==> src/rtl/tc_reg_arb_pkg.sv <==
// Shared definitions for the register-bus arbiter: requester count, address
// width, round-robin pointer type and a one-hot to index helper.
package tc_reg_arb_pkg;

  localparam int NUM_REQ = 4;
  localparam int ADDR_W  = 3;
  localparam int PTR_W   = $clog2(NUM_REQ);

  // Index of the most recently granted requester; the search starts one past it.
  typedef logic [PTR_W-1:0] rr_ptr_t;

  // Resetting to the last index makes requester 0 the first candidate.
  localparam rr_ptr_t PTR_RESET = rr_ptr_t'(NUM_REQ - 1);

  function automatic rr_ptr_t onehot_to_idx(input logic [NUM_REQ-1:0] oh);
    rr_ptr_t idx;
    idx = '0;
    for (int i = 0; i < NUM_REQ; i++) begin
      if (oh[i]) idx = rr_ptr_t'(i);
    end
    return idx;
  endfunction

endpackage

==> src/rtl/tc_rr_pick.sv <==
// Round-robin one-hot picker: scans the request mask starting at the entry
// after ptr and returns the first set bit as a one-hot winner.
module tc_rr_pick
  import tc_reg_arb_pkg::*;
(
  input  logic [NUM_REQ-1:0] req_mask,
  input  rr_ptr_t            ptr,
  output logic [NUM_REQ-1:0] winner
);

  rr_ptr_t idx;
  logic    found;

  // NOTE: every output of this block is assigned a default before the loop,
  // so no path leaves a value held and no latch is inferred.
  always_comb begin
    winner = '0;
    found  = 1'b0;
    idx    = '0;
    for (int k = 1; k <= NUM_REQ; k++) begin
      idx = ptr + rr_ptr_t'(k);
      if (!found && req_mask[idx]) begin
        winner[idx] = 1'b1;
        found       = 1'b1;
      end
    end
  end

endmodule

==> src/rtl/tc_reg_bus_arbiter.sv <==
// Four-requester round-robin arbiter in front of a small register file.
// Optional macro TC_REG_ARB_LOCK_EN adds a per-requester lock input.
module tc_reg_bus_arbiter
  import tc_reg_arb_pkg::*;
#(
  parameter int BIT_WIDTH = 8,
  parameter int NUM_REGS  = 8,
  parameter int UUID      = 0,
  parameter     NAME      = ""
) (
  input  logic                         clk,
  input  logic                         rst,
  input  logic [NUM_REQ-1:0]           req,
  input  logic [NUM_REQ-1:0]           we,
  input  logic [NUM_REQ*ADDR_W-1:0]    addr,
  input  logic [NUM_REQ*BIT_WIDTH-1:0] wdata,
`ifdef TC_REG_ARB_LOCK_EN
  input  logic [NUM_REQ-1:0]           lock,
`endif
  output logic [NUM_REQ-1:0]           gnt,
  output logic [NUM_REQ-1:0]           rvalid,
  output logic [BIT_WIDTH-1:0]         rdata,
  output logic                         busy
);

  logic [NUM_REQ-1:0]   gnt_q, gnt_d;
  logic [NUM_REQ-1:0]   rvalid_q, rvalid_d;
  logic [BIT_WIDTH-1:0] rdata_q, rdata_d;
  rr_ptr_t              ptr_q, ptr_d;
  logic [BIT_WIDTH-1:0] regs_q [NUM_REGS];
  logic [BIT_WIDTH-1:0] regs_d [NUM_REGS];

  logic [NUM_REQ-1:0]   pick;
  logic                 hold;
  rr_ptr_t              sel;
  logic                 acc_we;
  logic [ADDR_W-1:0]    acc_addr;
  logic [BIT_WIDTH-1:0] acc_wdata;

  // The requester holding the grant is masked out so a held req is not served twice.
  tc_rr_pick u_pick (
    .req_mask (req & ~gnt_q),
    .ptr      (ptr_q),
    .winner   (pick)
  );

`ifdef TC_REG_ARB_LOCK_EN
  assign hold = |(gnt_q & lock);
`else
  assign hold = 1'b0;
`endif

  always_comb begin
    gnt_d = hold ? gnt_q : pick;
    ptr_d = ptr_q;
    if (|gnt_d) ptr_d = onehot_to_idx(gnt_d);
  end

  // Operands of the access performed at the edge that closes the grant cycle.
  assign sel       = onehot_to_idx(gnt_q);
  assign acc_we    = we[sel];
  assign acc_addr  = addr[int'(sel)*ADDR_W +: ADDR_W];
  assign acc_wdata = wdata[int'(sel)*BIT_WIDTH +: BIT_WIDTH];

  // Addresses at or above NUM_REGS match no entry: saves drop, loads read zero.
  always_comb begin
    regs_d   = regs_q;
    rvalid_d = '0;
    rdata_d  = '0;
    if (|gnt_q) begin
      for (int r = 0; r < NUM_REGS; r++) begin
        if (acc_addr == ADDR_W'(r)) begin
          if (acc_we) regs_d[r] = acc_wdata;
          else        rdata_d   = regs_q[r];
        end
      end
      if (!acc_we) rvalid_d = gnt_q;
    end
  end

  // NOTE: state is updated with non-blocking assignments so every flop samples
  // the pre-edge values regardless of statement order.
  always_ff @(posedge clk) begin
    if (rst) begin
      gnt_q    <= '0;
      rvalid_q <= '0;
      rdata_q  <= '0;
      ptr_q    <= PTR_RESET;
      // NOTE: the register file must read zero after reset, so unlike a plain
      // RAM it is cleared entry by entry here.
      for (int r = 0; r < NUM_REGS; r++) regs_q[r] <= '0;
    end else begin
      gnt_q    <= gnt_d;
      rvalid_q <= rvalid_d;
      rdata_q  <= rdata_d;
      ptr_q    <= ptr_d;
      regs_q   <= regs_d;
    end
  end

  assign gnt    = gnt_q;
  assign rvalid = rvalid_q;
  assign rdata  = rdata_q;
  assign busy   = |gnt_q;

endmodule
==> config.mk <==
export PLATFORM = sky130hd
export DESIGN_NAME = tc_reg_bus_arbiter
export DESIGN_NICKNAME = d
export VERILOG_FILES = /design/src/rtl/tc_reg_arb_pkg.sv /design/src/rtl/tc_rr_pick.sv /design/src/rtl/tc_reg_bus_arbiter.sv
export SDC_FILE = /design/constraint.sdc
export NUM_CORES = 1
export LEC_CHECK = 0
export ABC_AREA = 1
export ABC_CLOCK_PERIOD_IN_PS = 2800
export CAP_MARGIN = 30
export CORE_MARGIN = 2
export CORE_UTILIZATION = 55
export CTS_BUF_LIST = sky130_fd_sc_hd__clkbuf_2
export DETAILED_ROUTE_END_ITERATION = 10
export PLACE_DENSITY = 0.82
export SYNTH_ARGS = -nofsm -noshare
export SYNTH_HDL_FRONTEND = slang
export SYNTH_SLANG_ARGS = --single-unit
==> constraint.sdc <==
create_clock -name clk -period 2.8 [get_ports clk]
set_clock_uncertainty 0.1 [all_clocks]
set_input_delay 0.56 -clock clk [delete_from_list [all_inputs] [get_ports clk]]
set_output_delay 0.56 -clock clk [all_outputs]
set_load 0.01 [all_outputs]
==> metrics.md <==
| Metric | Value |
|---|---|
| Synth Area in Adders | `1.15%` |
| Area Growth Syn to Fin | `19.3%` |
| Top Family by Delay on Critical Path | `buffers and inverters` |
| Compound-cell area share of the yosys netlist | `19.7%` |
| Ports | `71` |
| Vias in the first global route | `4022` |
| Post-synthesis xor/xnor area fraction | `0%` |
| Remaining DRCs | `0` |
| Post-synthesis simple-gate area fraction | `30.9%` |
| Antenna Cells | `0` |
| R2R Path Start | `gnt[3]$_SDFF_PP0_` |
| Grt total ovfl | `0` |
| Post-DR wirelength/cell | `15.1 um` |
| Total Wirelength | `11700 um` |
| Cts bufs inserted | `9` |
| Max Cap Viol | `0` |
| Crit path required time | `2.14 ns` |
| Max frequency | `381 MHz` |
| Cell count after synthesis | `605` |
| Total power | `6.24 mW` |
| Post-CTS setup buffer count | `0` |
| CTS hold repair buffers | `0` |
| Main synth FF type | `dfxtp_1` |
| R2r endpoint | `regs_q[43]$_SDFFE_PP0P_` |
| Final worst path period need | `2.62 ns` |
| Die Width | `93.0 um` |
| Hold depth | `2` |
| Max incr delay on CP | `0.49 ns` |
| CP Class | `flip-flop to output pin` |
| Pins Over Slew Limit | `0` |
| R2R Setup Slk | `0.28 ns` |
| Largest net degree at the start of global routing | `53` |
| Reg2Reg Depth | `9` |
| Total Negative Setup Slacks | `0 ns` |
| Worst Hold Path EP | `regs_q[39]$_SDFFE_PP0P_` |
| Largest family of logic cells by synthesized area | `simple AND/OR/NAND/NOR gates` |
| CP Max Fanout | `11` |
| Hold path startpoint | `regs_q[39]$_SDFFE_PP0P_` |
| RSZ-0062 raised after global routing | `no` |
| Post-DP HPWL | `8570 um` |
| Post-synth top area cell | `dfxtp_1` |
| Share of the synthesized area in the top cell type | `37.7%` |
| Worst path bufs/invs | `2` |
| Outcome | `complete, no violations` |
| Endpoints failing setup | `0` |
| First-pass GRT wire length | `19300 um` |
| Vias | `4209` |
| Post-synthesis mux area share | `0%` |
| Drt initial violations | `359` |
| PortBufs | `70` |
| Total power per unit cell area | `1200 mW/mm^2` |
| CP Launch Type | `flip-flop` |
| CTS tree | `yes` |
| Leakage | `2.11 nW` |
| Vias per std cell | `5.43` |
| Post-synth EDFFs | `0` |
| Worst rel slew slack | `65.8%` |
| Fin nets | `726` |
| Synth cell count leaders | `87 x nor2_1, 82 x dfxtp_1, 72 x nand2_1` |
| Pre-CTS setup slack | `0.186 ns` |
| GPL Wtd Cong | `0.975` |
| H-tree depth | `3` |
| FP Rows | `32` |
| Largest cells by area after synthesis | `dfxtp_1 38%, a21oi_1 7.7%, nor2_1 7.5%` |
| Area after DPL | `0.00507 sq mm` |
| Slew of the pin with the lowest slew margin | `0.511 ns` |
| Clock Path Buffers | `2` |
| Final Hold Fails | `0` |
| Share of cells above drive strength 1 | `11.3%` |
| Drt pass-1 iters | `5` |
| Hold WC Path Type | `flip-flop to flip-flop` |
| Initial antenna violation count | `0` |
| Root Driver | `clkbuf_2` |
| Synth cell types | `35` |
| Final antenna-violating net count | `0` |
| Max rail drop VDD | `0.645 mV` |
| Core ar. | `0.00769 sq mm` |
| CTS sink count | `82` |
| Worst-path clk slew | `0.25 ns` |
| Syn Area/Cell | `7.21 sq um` |
| Post-synth ARST share | `0%` |
| Critical-path top delay cell | `clkdlybuf4s50_1` |
| Crit end category | `output pin` |
| Die footprint | `0.00865 sq mm` |
| GRT Total Usage | `28.5%` |
| WP data arrival | `1.96 ns` |
| Initial core utilization | `56.7%` |
| Most numerous cell in the Yosys netlist | `nor2_1` |
| Final period util | `93.7%` |
| Post-synthesis register bit count | `82` |
| Worst-Skew Late Latency | `0.57 ns` |
| Sequential fraction of the synthesis area | `37.7%` |
| CP cell instances | `nor2_2 > buf_4 > nand3_1 > clkdlybuf4s50_1` |
| Syn. warnings | `0` |
| Die Span Y | `93.0 um` |
| Post_cts resized | `0` |
| Mapped cell area | `0.00436 sq mm` |
| Worst setup margin | `0.177 ns` |
| Post-route cell area | `0.00520 sq mm` |
| Total nets after synthesis | `663` |
## placed cells by master (no fill, tap or decap), drive strengths merged, types with 8 or more instances in the layout
master / netlist / routed
a21oi: 68 / 68
nand4: 8 / 8
o21ai: 78 / 78
nand2: 90 / 90
a211oi: 8 / 8
nor3: 9 / 9
o22ai: 10 / 10
nor2: 101 / 101
clkdlybuf4s50: 0 / 70
buf: 18 / 9
inv: 67 / 71
dfxtp: 82 / 82
nand3: 47 / 47
clkbuf: 9 / 9
## worst max-delay path by stage
stage	startpoint	to	slack, ns	depth (start not counted)
after detailed placement	we[2]	regs_q[43]$_SDFFE_PP0P_	0.19	9
final	gnt[2]$_SDFF_PP0_	busy	0.18	4
after global placement	we[3]	regs_q[41]$_SDFFE_PP0P_	0.26	9
after floorplan	ptr_q[0]$_SDFFE_PP1P_	ptr_q[0]$_SDFFE_PP1P_	0.80	13
after global routing	gnt[2]$_SDFF_PP0_	busy	0.004	4
after CTS	gnt[2]$_SDFF_PP0_	busy	0.13	4
## area by class of cell
| cell class | count | area, sq um |
|---|---|---|
| Timing Repair Buffer | 79 | 781 |
| Sequential cell | 82 | 1640 |
| Fill cell | 673 | 2490 |
| Tap cell | 102 | 128 |
| Clock inverter | 7 | 80.1 |
| Multi-Input combinational cell | 427 | 2260 |
| Inverter | 69 | 265 |
| Clock buffer | 9 | 45.0 |
## per-layer routing
metal,global-route usage [%],share of wire (%),up-vias
met2,46.9,49,165
met4,10.7,2.1,0
met3,5.80,7.1,30
met1,37.2,42,1891
li1,-,-,2123
met5,0,0,-
## power by group
| part | internal (mW) | switching [mW] | leakage (nW) |
|---|---|---|---|
| clock network | 0.221 | 0.457 | 0.0752 |
| registers | 1.47 | 0.168 | 0.663 |
| logic | 1.13 | 2.79 | 1.37 |
## logic make-up after synthesis
| kind of cell | count (synthesis) |
|---|---|
| compound gates | 164 |
| simple gates | 259 |
| flops | 82 |
| buf+inv | 96 |
| fa+ha+maj | 4 |
## per-stage QoR
stage	util (%)	hold slack [ns]	instances
global placement	66.0	0.405	759
finish	67.6	0.437	775
detailed placement	66.0	0.409	759
global route	67.6	0.462	775
floorplan	-	0.385	605
CTS	67.6	0.436	775
## state kept, by name, indices dropped and copies added (netlist names)
name    flops
regs_q     64
rdata       8
gnt         4
rvalid      4
ptr_q       2
## worst min-delay path: stages, from the launching register on
cell	delay, ns
dfxtp_1	0.37
o21ai_1	0.12
a21oi_1	0.04
Power figures use the tool's default switching activity.
